**src/rtl/sdram_init_seq_if.sv**
```systemverilog
// rtl/sdram_init_seq_if.sv - SDRAM command bus driven by the power-up sequencer
interface sdram_init_seq_if;
  logic        cke;
  logic [3:0]  cmd;
  logic [12:0] addr;
  logic [1:0]  ba;
  logic        init_done;

  modport master (output cke, cmd, addr, ba, init_done);
  modport slave  (input  cke, cmd, addr, ba, init_done);
endinterface

```
**src/rtl/sdram_init_seq.sv**
```systemverilog
// rtl/sdram_init_seq.sv - JEDEC SDR SDRAM power-up sequencer (PLL lock, NOP, PRECHARGE ALL, AUTO REFRESH, LMR)
// Optional SDRAM_INIT_LOCK_WATCH_EN: loss of lock outside WAIT_LOCK restarts the whole sequence.
module sdram_init_seq #(
  parameter int          T_PWR_CYC = 20000,
  parameter int          T_RP      = 2,
  parameter int          T_RFC     = 7,
  parameter int          T_MRD     = 2,
  parameter int          REF_CNT   = 8,
  parameter logic [12:0] MODE_REG  = 13'h0030
) (
  input  logic             clk,
  input  logic             rst_n,
  input  logic             pll_locked,
  sdram_init_seq_if.master bus
);

  localparam logic [3:0] CMD_INHIBIT = 4'b1111;
  localparam logic [3:0] CMD_NOP     = 4'b0111;
  localparam logic [3:0] CMD_PRECH   = 4'b0010;
  localparam logic [3:0] CMD_AREF    = 4'b0001;
  localparam logic [3:0] CMD_LMR     = 4'b0000;

  localparam int M1   = (T_PWR_CYC > T_RFC) ? T_PWR_CYC : T_RFC;
  localparam int M2   = (T_RP > T_MRD) ? T_RP : T_MRD;
  localparam int WMAX = (M1 > M2) ? M1 : M2;
  localparam int CW   = $clog2(WMAX + 1);
  localparam int RW   = $clog2(REF_CNT + 1);

  // Wait states hold T-1 NOPs after the command cycle, so they count 0..T-2.
  localparam logic [CW-1:0] PWR_LAST = CW'(T_PWR_CYC - 1);
  localparam logic [CW-1:0] RP_LAST  = CW'((T_RP > 1) ? T_RP - 2 : 0);
  localparam logic [CW-1:0] RFC_LAST = CW'((T_RFC > 1) ? T_RFC - 2 : 0);
  localparam logic [CW-1:0] MRD_LAST = CW'((T_MRD > 1) ? T_MRD - 2 : 0);
  localparam logic [RW-1:0] REF_TOT  = RW'(REF_CNT);

  typedef enum logic [3:0] {
    WAIT_LOCK,
    PWR_WAIT,
    PRECH,
    PRECH_WAIT,
    REF,
    REF_WAIT,
    LMR,
    LMR_WAIT,
    DONE
  } state_t;

  state_t          state, state_d;
  logic [CW-1:0]   wait_cnt, wait_d;
  logic [RW-1:0]   ref_cnt, ref_d;
  logic            sync_q, lock_s;
  logic            cke_q, cke_d;
  logic [3:0]      cmd_q, cmd_d;
  logic [12:0]     addr_q, addr_d;
  logic [1:0]      ba_q, ba_d;
  logic            done_q, done_d;

  always_ff @(posedge clk or negedge rst_n) begin
    if (!rst_n) begin
      sync_q   <= 1'b0;
      lock_s   <= 1'b0;
      state    <= WAIT_LOCK;
      wait_cnt <= '0;
      ref_cnt  <= '0;
      cke_q    <= 1'b0;
      cmd_q    <= CMD_INHIBIT;
      addr_q   <= '0;
      ba_q     <= '0;
      done_q   <= 1'b0;
    end else begin
      sync_q   <= pll_locked;
      lock_s   <= sync_q;
      state    <= state_d;
      wait_cnt <= wait_d;
      ref_cnt  <= ref_d;
      cke_q    <= cke_d;
      cmd_q    <= cmd_d;
      addr_q   <= addr_d;
      ba_q     <= ba_d;
      done_q   <= done_d;
    end
  end

  always_comb begin
    state_d = state;
    wait_d  = wait_cnt;
    ref_d   = ref_cnt;
    cke_d   = 1'b1;
    cmd_d   = CMD_NOP;
    addr_d  = '0;
    ba_d    = '0;
    done_d  = 1'b0;

    case (state)
      WAIT_LOCK: if (lock_s) begin
        state_d = PWR_WAIT;
        wait_d  = '0;
      end
      PWR_WAIT: begin
        if (wait_cnt == PWR_LAST) begin
          wait_d  = '0;
          state_d = PRECH;
        end else begin
          wait_d = wait_cnt + CW'(1);
        end
      end
      PRECH: state_d = (T_RP > 1) ? PRECH_WAIT : REF;
      PRECH_WAIT: begin
        if (wait_cnt == RP_LAST) begin
          wait_d  = '0;
          state_d = REF;
        end else begin
          wait_d = wait_cnt + CW'(1);
        end
      end
      REF: begin
        ref_d = ref_cnt + RW'(1);
        if (T_RFC > 1) state_d = REF_WAIT;
        else           state_d = (ref_d < REF_TOT) ? REF : LMR;
      end
      REF_WAIT: begin
        if (wait_cnt == RFC_LAST) begin
          wait_d  = '0;
          state_d = (ref_cnt < REF_TOT) ? REF : LMR;
        end else begin
          wait_d = wait_cnt + CW'(1);
        end
      end
      LMR: state_d = (T_MRD > 1) ? LMR_WAIT : DONE;
      LMR_WAIT: begin
        if (wait_cnt == MRD_LAST) begin
          wait_d  = '0;
          state_d = DONE;
        end else begin
          wait_d = wait_cnt + CW'(1);
        end
      end
      DONE:    state_d = DONE;
      default: state_d = WAIT_LOCK;
    endcase

`ifdef SDRAM_INIT_LOCK_WATCH_EN
    if (!lock_s && state != WAIT_LOCK) begin
      state_d = WAIT_LOCK;
      wait_d  = '0;
      ref_d   = '0;
    end
`endif

    // Outputs are decoded from the next state so the registered bus lines up with state.
    case (state_d)
      WAIT_LOCK: begin
        cke_d = 1'b0;
        cmd_d = CMD_INHIBIT;
      end
      PRECH: begin
        cmd_d  = CMD_PRECH;
        addr_d = 13'h0400;
      end
      REF:     cmd_d = CMD_AREF;
      LMR: begin
        cmd_d  = CMD_LMR;
        addr_d = MODE_REG;
      end
      DONE:    done_d = 1'b1;
      default: cmd_d = CMD_NOP;
    endcase
  end

  assign bus.cke       = cke_q;
  assign bus.cmd       = cmd_q;
  assign bus.addr      = addr_q;
  assign bus.ba        = ba_q;
  assign bus.init_done = done_q;

endmodule

```
**src/flat_wrapper.sv**
```systemverilog
// flat-port wrapper written by rule: the top's interface ports become plain ports
module sdram_init_seq_flat 
#(
  parameter int          T_PWR_CYC = 20000,
  parameter int          T_RP      = 2,
  parameter int          T_RFC     = 7,
  parameter int          T_MRD     = 2,
  parameter int          REF_CNT   = 8,
  parameter logic [12:0] MODE_REG  = 13'h0030
)
  (clk, rst_n, pll_locked, bus_cke, bus_cmd, bus_addr, bus_ba, bus_init_done);
  sdram_init_seq_if bus_i ();
  input  logic clk;
  input  logic rst_n;
  input  logic pll_locked;
  output wire logic [$bits(bus_i.cke)-1:0] bus_cke;
  output wire logic [$bits(bus_i.cmd)-1:0] bus_cmd;
  output wire logic [$bits(bus_i.addr)-1:0] bus_addr;
  output wire logic [$bits(bus_i.ba)-1:0] bus_ba;
  output wire logic [$bits(bus_i.init_done)-1:0] bus_init_done;
  assign bus_cke = bus_i.cke;
  assign bus_cmd = bus_i.cmd;
  assign bus_addr = bus_i.addr;
  assign bus_ba = bus_i.ba;
  assign bus_init_done = bus_i.init_done;
  sdram_init_seq #(.T_PWR_CYC(T_PWR_CYC), .T_RP(T_RP), .T_RFC(T_RFC), .T_MRD(T_MRD), .REF_CNT(REF_CNT), .MODE_REG(MODE_REG)) u_core (.clk(clk), .rst_n(rst_n), .pll_locked(pll_locked), .bus(bus_i));
endmodule
```
**config.mk**
```make
export PLATFORM = sky130hd
export DESIGN_NAME = sdram_init_seq_flat
export DESIGN_NICKNAME = d
export VERILOG_FILES = /design/src/rtl/sdram_init_seq_if.sv /design/src/rtl/sdram_init_seq.sv /design/src/flat_wrapper.sv
export SDC_FILE = /design/constraint.sdc
export NUM_CORES = 1
export LEC_CHECK = 0
export ABC_AREA = 1
export CORE_MARGIN = 10
export CORE_UTILIZATION = 50
export DETAILED_ROUTE_END_ITERATION = 8
export PLACE_DENSITY = 0.75
export SLEW_MARGIN = 20
export SYNTH_ARGS = -nofsm -noshare
export SYNTH_HDL_FRONTEND = slang
export SYNTH_SLANG_ARGS = --single-unit
```
**constraint.sdc**
```tcl
create_clock -name clk -period 1.5 [get_ports clk]
set_input_delay 0.375 -clock clk [delete_from_list [all_inputs] [get_ports clk]]
set_output_delay 0.375 -clock clk [all_outputs]
set_load 0.005 [all_outputs]
```
==> results.sh, run 1 <==
export IMPL_grt_pass1_wl_um=7330
export IMPL_cp_end_kind="register"
export IMPL_dpl_hpwl_um=3260
export IMPL_multi_input_area_um2=1060
export IMPL_overflow=0
export IMPL_utilization_pct=69.4
export IMPL_violations="setup timing"
export IMPL_cts_root_buf="clkbuf_8"
export IMPL_yosysTopAreaCellShare_pct=37.6
export IMPL_power_density_nw_per_um2=1040
export IMPL_die_area_um2=6740
export IMPL_fin_nets=300
export IMPL_total_leakage_power_nw=1.34
export IMPL_ys_top_cells_by_area="dfrtp_1 (38%), nand2_1 (10%), inv_1 (5.8%)"
export IMPL_seq_area_frac_synth_pct=43.1
export IMPL_grt_usage_pct=13.7
export IMPL_criticalPathCategory="reg -> reg"
export IMPL_core_area_um2=3690
export IMPL_drv_slew=0
export IMPL_grt_pass1_vias=1640
export IMPL_reg2reg_from="u_core.wait_cnt[0]$_DFFE_PN0P_"
export IMPL_vias=1777
export IMPL_finalHoldViolations=0
export IMPL_rows=22
export IMPL_cp_max_fo=8
export IMPL_cts_tree="yes"
export IMPL_clock_latency_ns=0.29
export IMPL_cts_sinks=33
export IMPL_synth_top_area_cell="dfrtp_1"
export IMPL_rsz0062_at_grt="true"
export IMPL_die_w_um=82.1
export IMPL_synth_area_um2=1930
export IMPL_r2r_slack_ns=-0.11
export IMPL_critPathArrivalTime_ns=1.78
export IMPL_vias_per_cell=5.20
export IMPL_period_needed_ns=1.61
export IMPL_worst_hold_path_type="reg -> reg"
export IMPL_grt_start_max_net_pins=34
export IMPL_post_route_period_util_pct=107
export IMPL_fmax_mhz=622
export IMPL_cap_violations=0
export IMPL_synth_warnings=0
export IMPL_netlist_cell_type_count=28
export IMPL_status="finished, violations left"
export IMPL_initial_utilization_pct=52.3
export IMPL_setup_ws_ns=-0.107
export IMPL_area_growth_pct=32.8
export IMPL_whs_path_depth=0
export IMPL_min_from="u_core.sync_q$_DFF_PN0_"
export IMPL_portBuffers=11
export IMPL_firstDrtPassIters=5
export IMPL_die_height_um=82.1
export IMPL_critical_path_required_ns=1.68
export IMPL_antenna_cells=0
export IMPL_drive_gt1_share_pct=34.4
export IMPL_worstRegToRegCells=8
export IMPL_finalPower_w=0.00267
export IMPL_pin_count=24
export IMPL_critPathLaunch="u_core.wait_cnt[0]$_DFFE_PN0P_"
export IMPL_gp_congestion=0.913
export IMPL_cp_start_kind="register"
export IMPL_clock_path_buffers=2
export IMPL_drc_errors=0
export IMPL_preCtsSetupSlack_ns=-0.0834
export IMPL_ys_ff_latch=33
export IMPL_ant_nets=0
export IMPL_routedWlPerCell_um=15.3
export IMPL_peakVddDrop_v=0.000984
export IMPL_finalSetupViolations=15
export IMPL_seqCellArea_um2=840
export IMPL_cts_htree_levels=2
export IMPL_path_clk_slew_ns=0.07
export IMPL_cts_buffers=5
export IMPL_finClkSkew_ns=0.00933
export IMPL_fill_cells=304
export IMPL_grt_antenna_before_repair=0
export IMPL_drtIter0Drc=110
export IMPL_syn_area_per_cell_um2=7.90
export IMPL_synthCells=244
export IMPL_wl_um=5230
==> cells in the final DEF (no fill, tap or decap), types with 6 or more instances in the layout <==
| cell type | instances |
|---|---|
| dlygate4sd2_1 | 6 |
| nand2_2 | 10 |
| buf_4 | 33 |
| dfrtp_2 | 7 |
| nor3_1 | 6 |
| nand2_1 | 46 |
| conb_1 | 12 |
| nand3_1 | 13 |
| xor2_1 | 6 |
| nand3_2 | 7 |
| nor2_4 | 8 |
| dfrtp_1 | 22 |
| inv_1 | 28 |
| nor2_2 | 10 |
| nor2_1 | 20 |
| nand4_1 | 9 |
==> power breakdown <==
| part | leakage (nW) | total [W] | switching (W) | internal (W) |
|---|---|---|---|---|
| Clock | 0.0422 | 0.000648 | 0.000322 | 0.000325 |
| Sequential | 0.416 | 0.00114 | 0.000157 | 0.000983 |
| Combinational | 0.884 | 0.000879 | 0.000486 | 0.000392 |
| Total | 1.34 | 0.00267 | 0.000966 | 0.00170 |
==> sequential cells by signal, summed over array words and instances (netlist names), 2 cells and up <==
register / cells
u_core.bus.cmd: 4
u_core.state: 4
u_core.wait_cnt: 15
u_core.ref_cnt: 4
u_core.bus.addr: 2
==> routing by layer <==
layer / up-vias / part of all wire, % / global-route usage (%)
met5: - / 0 / 0
met4: 0 / 3.3 / 5.61
met3: 25 / 7.6 / 3.02
met2: 87 / 49 / 23.0
met1: 820 / 40 / 16.8
li1: 845 / - / -
==> timing repair <==
item,in CTS,in global routing
setup endpoints to repair,20,23
gates resized for setup,13,45
hold buffers,0,0
pin swaps,8,16
setup buffers,2,10
gates cloned,0,0
==> cell families (layout without fill, tap and decap cells) <==
group	Yosys count	count (layout)	share of synthesized area, %
AOI/OAI and AO/OA	12	12	3.44
other	1	12	0.194
buffers and inverters	48	87	12.1
and+or+nand+nor	137	137	34.5
adders and majority gates	4	4	2.60
xor gates and xnor gates	9	9	4.09
DFF	33	33	43.1
==> critical path, cell delays in order (launching register included) <==
cell and delay, ns:
dfrtp_2 0.46, ha_4 0.18, nand4_4 0.14, nor2_4 0.11
nand2_1 0.08, nand2_2 0.10, nand3_4 0.16, nor2_4 0.19
nor2_1 0.07
==> Yosys cell counts, drive strengths merged <==
cell,instances
nand3b,2
o21ai,5
dfstp,4
xor2,6
xnor2,3
inv,33
nand2,58
nand4,10
o211ai,2
nor3,8
nand3,21
conb,1
dfrtp,29
nor2,38
a21oi,4
ha,4
a31oi,1
buf,15
==> through the flow <==
| stage | cell area (um^2) | cells | hold slack (ns) | setup TNS [ns] |
|---|---|---|---|---|
| CTS | 2320 | 332 | 0.354 | -0.479 |
| global route | 2560 | 342 | 0.373 | -2.39 |
| finish | 2560 | 342 | 0.353 | -0.949 |
| floorplan | 1970 | 255 | 0.0794 | 0 |
| detailed placement | 2210 | 322 | 0.339 | -0.671 |
| global placement | 2210 | 322 | 0.335 | -0.265 |
==> layout make-up <==
cell class	count	area share [%]
Inverter	33	4.93
Clock buffer	7	2.98
Tap cell	48	2.34
Multi-Input combinational cell	174	41.6
Timing Repair Buffer	46	15.2
Clock inverter	1	0.195
Sequential cell	33	32.8
==> worst paths after layout <==
path / to
min in group asynchronous: u_core.wait_cnt[1]$_DFFE_PN0P_
setup reg to reg: u_core.wait_cnt[10]$_DFFE_PN0P_
hold reg to reg: u_core.lock_s$_DFF_PN0_
setup / recovery: u_core.wait_cnt[10]$_DFFE_PN0P_
max in group asynchronous: u_core.bus.cmd[1]$_DFF_PN1_
hold / removal: u_core.lock_s$_DFF_PN0_
(Power assumes the default switching activity.)
==> inputs of run 2 (changes only) <==
- PLACE_DENSITY: 0.75 -> 0.76
==> results.sh, run 2 (same netlist as run 1, synthesis figures left out) <==
export IMPL_status="finished, violations left"
export IMPL_violations="setup timing"
export IMPL_vias_per_cell=5.20
export IMPL_finalSetupViolations=17
export IMPL_setup_ws_ns=-0.154
export IMPL_fill_cells=272
export IMPL_setup_tns_ns=-1.85
export IMPL_core_area_um2=3690
export IMPL_initial_utilization_pct=52.3
export IMPL_final_cell_mix="nand2_1 (44), buf_4 (41), inv_1 (27), dfrtp_1 (27), nor2_1 (21)"
export IMPL_cts_buffers=5
export IMPL_cp_start_kind="register"
export IMPL_gp_congestion=0.938
export IMPL_vias=1831
export IMPL_path_clk_slew_ns=0.07
export IMPL_grt_pass1_vias=1798
export IMPL_finalPower_w=0.00294
export IMPL_overflow=0
export IMPL_total_leakage_power_nw=1.37
export IMPL_drv_slew=0
export IMPL_post_route_period_util_pct=110
export IMPL_area_growth_pct=37.6
export IMPL_routedWlPerCell_um=14.8
export IMPL_cap_violations=0
export IMPL_cp_end_kind="register"
export IMPL_criticalPathCategory="reg -> reg"
export IMPL_ant_nets=0
export IMPL_critPathArrivalTime_ns=1.83
export IMPL_antenna_cells=0
export IMPL_grt_usage_pct=15.9
export IMPL_fmax_mhz=605
export IMPL_regMostFlops="u_core.wait_cnt"
export IMPL_clock_path_buffers=2
export IMPL_pin_count=24
export IMPL_worstRegToRegCells=10
export IMPL_rsz0062_at_grt="true"
export IMPL_dpl_cell_area_um2=2260
export IMPL_wl_met2_um=2550
export IMPL_final_common_cell="nand2_1"
export IMPL_peakVddDrop_v=0.000951
export IMPL_cts_tree="yes"
export IMPL_wl_met1_um=2090
export IMPL_drc_errors=0
export IMPL_drive_gt1_share_pct=34.9
export IMPL_dpl_hpwl_um=3220
export IMPL_die_height_um=82.1
export IMPL_die_w_um=82.1
export IMPL_critical_path_required_ns=1.68
export IMPL_cts_hold_buffers=0
export IMPL_die_area_um2=6740
export IMPL_cp_max_fo=8
export IMPL_finalHoldViolations=0
export IMPL_grt_antenna_before_repair=0
export IMPL_power_density_nw_per_um2=1110
export IMPL_final_area_um2=2650
export IMPL_utilization_pct=71.9
export IMPL_drtIter0Drc=123
export IMPL_seqCellArea_um2=833
export IMPL_grt_pass1_wl_um=8310
export IMPL_period_needed_ns=1.65
export IMPL_worst_hold_path_type="reg -> reg"
export IMPL_preCtsSetupSlack_ns=-0.0922
export IMPL_whs_path_depth=0
export IMPL_cts_sinks=33
export IMPL_maxUsedRoutingLayer="met4"
export IMPL_route_met3_wl_um=444
export IMPL_clock_latency_ns=0.29
export IMPL_cts_root_buf="clkbuf_8"
export IMPL_portBuffers=11
export IMPL_finClkSkew_ns=0.00282
export IMPL_fin_nets=310
export IMPL_rows=22
export IMPL_cts_htree_levels=2
export IMPL_firstDrtPassIters=6
export IMPL_grt_start_max_net_pins=34
export IMPL_wl_um=5200
export IMPL_largest_reg_flops=15
export IMPL_multi_input_area_um2=1050
==> run 2: final timing paths <==
path                                                start                               to  slack [ns]
setup / recovery           u_core.wait_cnt[1]$_DFFE_PN0P_  u_core.wait_cnt[13]$_DFFE_PN0P_       -0.15
hold / removal                    u_core.sync_q$_DFF_PN0_          u_core.lock_s$_DFF_PN0_        0.36
setup reg to reg           u_core.wait_cnt[1]$_DFFE_PN0P_  u_core.wait_cnt[13]$_DFFE_PN0P_       -0.15
hold reg to reg                   u_core.sync_q$_DFF_PN0_          u_core.lock_s$_DFF_PN0_        0.36
max in group asynchronous                           rst_n      u_core.bus.cmd[1]$_DFF_PN1_        0.81
min in group asynchronous                           rst_n  u_core.wait_cnt[11]$_DFFE_PN0P_        0.45
==> run 2: final cells by class <==
type,count,area share [%]
clock buffers,7,3.25
clock inverters,1,1.13
inverters,33,4.67
multi-input cells,174,39.8
flip-flops and latches,33,31.4
well taps,48,2.26
repair buffers,56,17.5
==> run 2: stage by stage <==
stage | cells | hold WS [ns]
6_report | 352 | 0.358
3_5_place_dp | 328 | 0.346
5_1_grt | 352 | 0.377
2_1_floorplan | 255 | 0.0794
4_1_cts | 347 | 0.361
3_3_place_gp | 328 | 0.333
==> run 2: report_power, final <==
group / switching (W) / leakage, nW / total [W] / internal (W)
Clock: 0.000325 / 0.0585 / 0.000867 / 0.000541
Combinational: 0.000495 / 0.892 / 0.000969 / 0.000474
Sequential: 0.000135 / 0.423 / 0.00111 / 0.000974
==> run 2: timing repair <==
action                                  CTS  global route
gates resized for setup                  29            24
buffers inserted                         11             5
endpoints found under the setup margin   22            27
pin swaps                                17            15
==> run 2: metal layers <==
| layer | vias to the layer above | global-route usage [%] |
|---|---|---|
| li1 | 862 | - |
| met1 | 859 | 18.9 |
| met2 | 98 | 27.4 |
| met3 | 12 | 3.13 |
| met4 | 0 | 6.46 |
| met5 | - | 0 |
==> run 2: critical path, stage by stage (launching register included) <==
cell     delay [ns]
dfrtp_1        0.43
inv_2          0.14
ha_4           0.15
nand3_2        0.08
nor2_2         0.11
nand2_1        0.07
nand2_2        0.10
nand3_4        0.16
buf_4          0.17
nand2_1        0.05
o21ai_1        0.06
==> inputs of run 3 (changes only) <==
- ABC_AREA: 1 -> not set
- CORE_UTILIZATION: 50 -> 49
- PLACE_DENSITY: 0.76 -> 0.75
- REMOVE_ABC_BUFFERS: not set -> 1
==> results.sh, run 3 <==
export IMPL_synth_simple_gate_area_share_pct=25.3
export IMPL_peakVddDrop_v=0.000762
export IMPL_synth_top_area_cell="dfrtp_1"
export IMPL_cp_slowest_cell="or4_4"
export IMPL_cp_start_kind="register"
export IMPL_p_seq_share_pct=35.3
export IMPL_vias_per_cell=5.71
export IMPL_synth_edf_count=0
export IMPL_finalHoldViolations=0
export IMPL_whs_ns=0.353
export IMPL_cap_violations=0
export IMPL_critical_path_required_ns=1.71
export IMPL_p_sw_share_pct=34.5
export IMPL_cts_root_buf="clkbuf_8"
export IMPL_pin_count=24
export IMPL_antenna_cells=0
export IMPL_wl_um=5450
export IMPL_drc_errors=0
export IMPL_grt_antenna_before_repair=0
export IMPL_rsz0062_at_grt="true"
export IMPL_post_route_period_util_pct=125
export IMPL_synth_area_um2=1850
export IMPL_finalSetupViolations=26
export IMPL_vias=1783
export IMPL_synth_warnings=0
export IMPL_fmax_mhz=533
export IMPL_syn_area_per_cell_um2=9.73
export IMPL_utilization_pct=76.4
export IMPL_initial_utilization_pct=50.5
export IMPL_intPower_w=0.00198
export IMPL_path_clk_slew_ns=0.07
export IMPL_yosysMostFrequentCell="dfrtp_1"
export IMPL_multi_input_area_um2=1120
export IMPL_synth_xor_area_share_pct=1.42
export IMPL_netlist_cell_type_count=48
export IMPL_cts_htree_levels=2
export IMPL_rows=22
export IMPL_routedWlPerCell_um=17.5
export IMPL_grt_pass1_vias=1719
export IMPL_gp_congestion=0.859
export IMPL_portBuffers=11
export IMPL_drive_gt1_share_pct=47.7
export IMPL_regMostFlops="u_core.wait_cnt"
export IMPL_status="finished, violations left"
export IMPL_p_comb_share_pct=41.7
export IMPL_violations="setup timing"
export IMPL_drtIter0Drc=145
export IMPL_synthCells=190
export IMPL_synth_top_family_by_area="simple AND/OR/NAND/NOR gates"
export IMPL_ys_async_sr_fraction_pct=100
export IMPL_drv_slew=0
export IMPL_grt_usage_pct=15.4
export IMPL_die_w_um=81.4
export IMPL_p_sw_w=0.00104
export IMPL_setup_tns_ns=-6.23
export IMPL_ys_top_cells_by_area="dfrtp_1 (39%), dfstp_2 (5.7%), buf_4 (5.3%)"
export IMPL_synthMuxAreaShare_pct=0.609
export IMPL_die_area_um2=6630
export IMPL_cts_tree="yes"
export IMPL_pwr_share_clk_pct=23.0
export IMPL_clock_latency_ns=0.29
export IMPL_total_leakage_power_nw=1.28
export IMPL_synth_compound_area_share_pct=16.2
export IMPL_cts_sinks=33
export IMPL_final_common_cell="buf_4"
export IMPL_critPathArrivalTime_ns=2.08
export IMPL_ys_ff_latch=33
export IMPL_finClkSkew_ns=0.0106
export IMPL_cp_max_fo=3
export IMPL_fill_cells=223
export IMPL_post_place_cells=287
export IMPL_seq_area_frac_synth_pct=45.0
export IMPL_cp_cell_sequence="buf_6, nor4_4, nand4_4, or4_4, a21oi_4, a31oi_1"
export IMPL_overflow=0
export IMPL_cp_end_kind="register"
export IMPL_preCtsSetupSlack_ns=-0.407
export IMPL_setup_ws_ns=-0.377
export IMPL_power_density_nw_per_um2=1080
export IMPL_fin_nets=270
export IMPL_worst_hold_path_type="reg -> reg"
export IMPL_largest_reg_flops=15
export IMPL_cts_buffers=5
export IMPL_synth_adder_area_share_pct=2.71
export IMPL_criticalPathCategory="reg -> reg"
export IMPL_period_needed_ns=1.88
export IMPL_final_cell_mix="buf_4 (47), dfrtp_1 (23), nor2_1 (15), buf_6 (15), nand2_1 (13)"
export IMPL_seqCellArea_um2=838
export IMPL_area_growth_pct=51.3
export IMPL_firstDrtPassIters=4
export IMPL_grt_start_max_net_pins=34
export IMPL_synth_main_ff_cell="dfrtp_1"
export IMPL_synthTopCellsByCount="dfrtp_1 (29), nand2_1 (18), nor2_1 (17)"
export IMPL_grt_pass1_wl_um=7940
export IMPL_worst_path_largest_cell_delay_ns=0.53
export IMPL_ant_nets=0
export IMPL_final_cells=312
export IMPL_dpl_hpwl_um=3210
export IMPL_cts_hold_buffers=0
export IMPL_die_height_um=81.4
export IMPL_clock_path_buffers=2
export IMPL_core_area_um2=3660
export IMPL_yosysTopAreaCellShare_pct=39.3
[run 3: cell types whose count changed in the layout (fill, tap and decap cells not counted), sizes merged, moves of 6 or more]
cell   change
a22o       +6
buf       +18
inv       -25
nand2     -40
nand3     -10
nor2      -20
nor4       +6
[run 3: per-layer routing]
| metal | vias up | track usage, % | share of wire, % |
|---|---|---|---|
| met4 | 0 | 7.79 | 3.1 |
| met1 | 863 | 18.9 | 41 |
| met2 | 87 | 25.0 | 48 |
| li1 | 815 | - | - |
| met5 | - | 0 | 0 |
| met3 | 18 | 3.49 | 8.0 |
[run 3: critical path, delay by kind of cell (launching register included)]
| family | cells | cell delay (ns) |
|---|---|---|
| flip-flops | 1 | 0.42 |
| AO/OA/AOI/OAI | 2 | 0.27 |
| AND/OR/NAND/NOR | 3 | 0.96 |
| buffers and inverters | 1 | 0.14 |
[run 3: power groups by stage]
stage / Combinational (W) / Sequential (W) / Clock [W]
6_report: 0.00126 / 0.00107 / 0.000696
5_1_grt: 0.00132 / 0.00107 / 0.000747
4_1_cts: 0.000948 / 0.00106 / 0.000720
3_5_place_dp: 0.000834 / 0.00106 / 0
3_3_place_gp: 0.000816 / 0.00105 / 0
2_1_floorplan: 0.000391 / 0.00109 / 0
[run 3: per-stage QoR]
stage	area, um^2	power, W
2_1_floorplan	1760	0.00148
3_3_place_gp	2300	0.00187
3_5_place_dp	2300	0.00189
4_1_cts	2570	0.00273
5_1_grt	2800	0.00314
6_report	2800	0.00302
[run 3: what timing repair did]
item	4_1_cts	5_1_grt
setup endpoints to repair	32	30
resized for setup	41	39
gates cloned	1	0
buffers inserted	6	10
pin swaps	9	8
[run 3: area by class of cell]
cell class | instances | area share (%)
tap | 48 | 2.15
inverter | 8 | 1.07
clock buffer | 7 | 3.09
sequential | 33 | 30.0
multi-input combinational | 141 | 40.2
clock inverter | 1 | 0.269
timing repair buffer | 74 | 23.2
[run 3: worst paths after layout]
kind | from | endpoint | slack, ns | cells past startpoint
setup / recovery | u_core.wait_cnt[4]$_DFFE_PN0P_ | u_core.bus.cmd[2]$_DFF_PN1_ | -0.38 | 6
hold / removal | u_core.sync_q$_DFF_PN0_ | u_core.lock_s$_DFF_PN0_ | 0.35 | 0
setup reg to reg | u_core.wait_cnt[4]$_DFFE_PN0P_ | u_core.bus.cmd[2]$_DFF_PN1_ | -0.38 | 6
hold reg to reg | u_core.sync_q$_DFF_PN0_ | u_core.lock_s$_DFF_PN0_ | 0.35 | 0
max in group asynchronous | rst_n | u_core.bus.cmd[2]$_DFF_PN1_ | 0.79 | 2
min in group asynchronous | rst_n | u_core.ref_cnt[2]$_DFFE_PN0P_ | 0.44 | 2
[run 3: cells by family after synthesis]
logic type	count (synthesis)
compound gates	41
buf+inv	28
flops	33
fa+ha+maj	4
other cells	1
xor+xnor	3
mux	1
simple gates	79
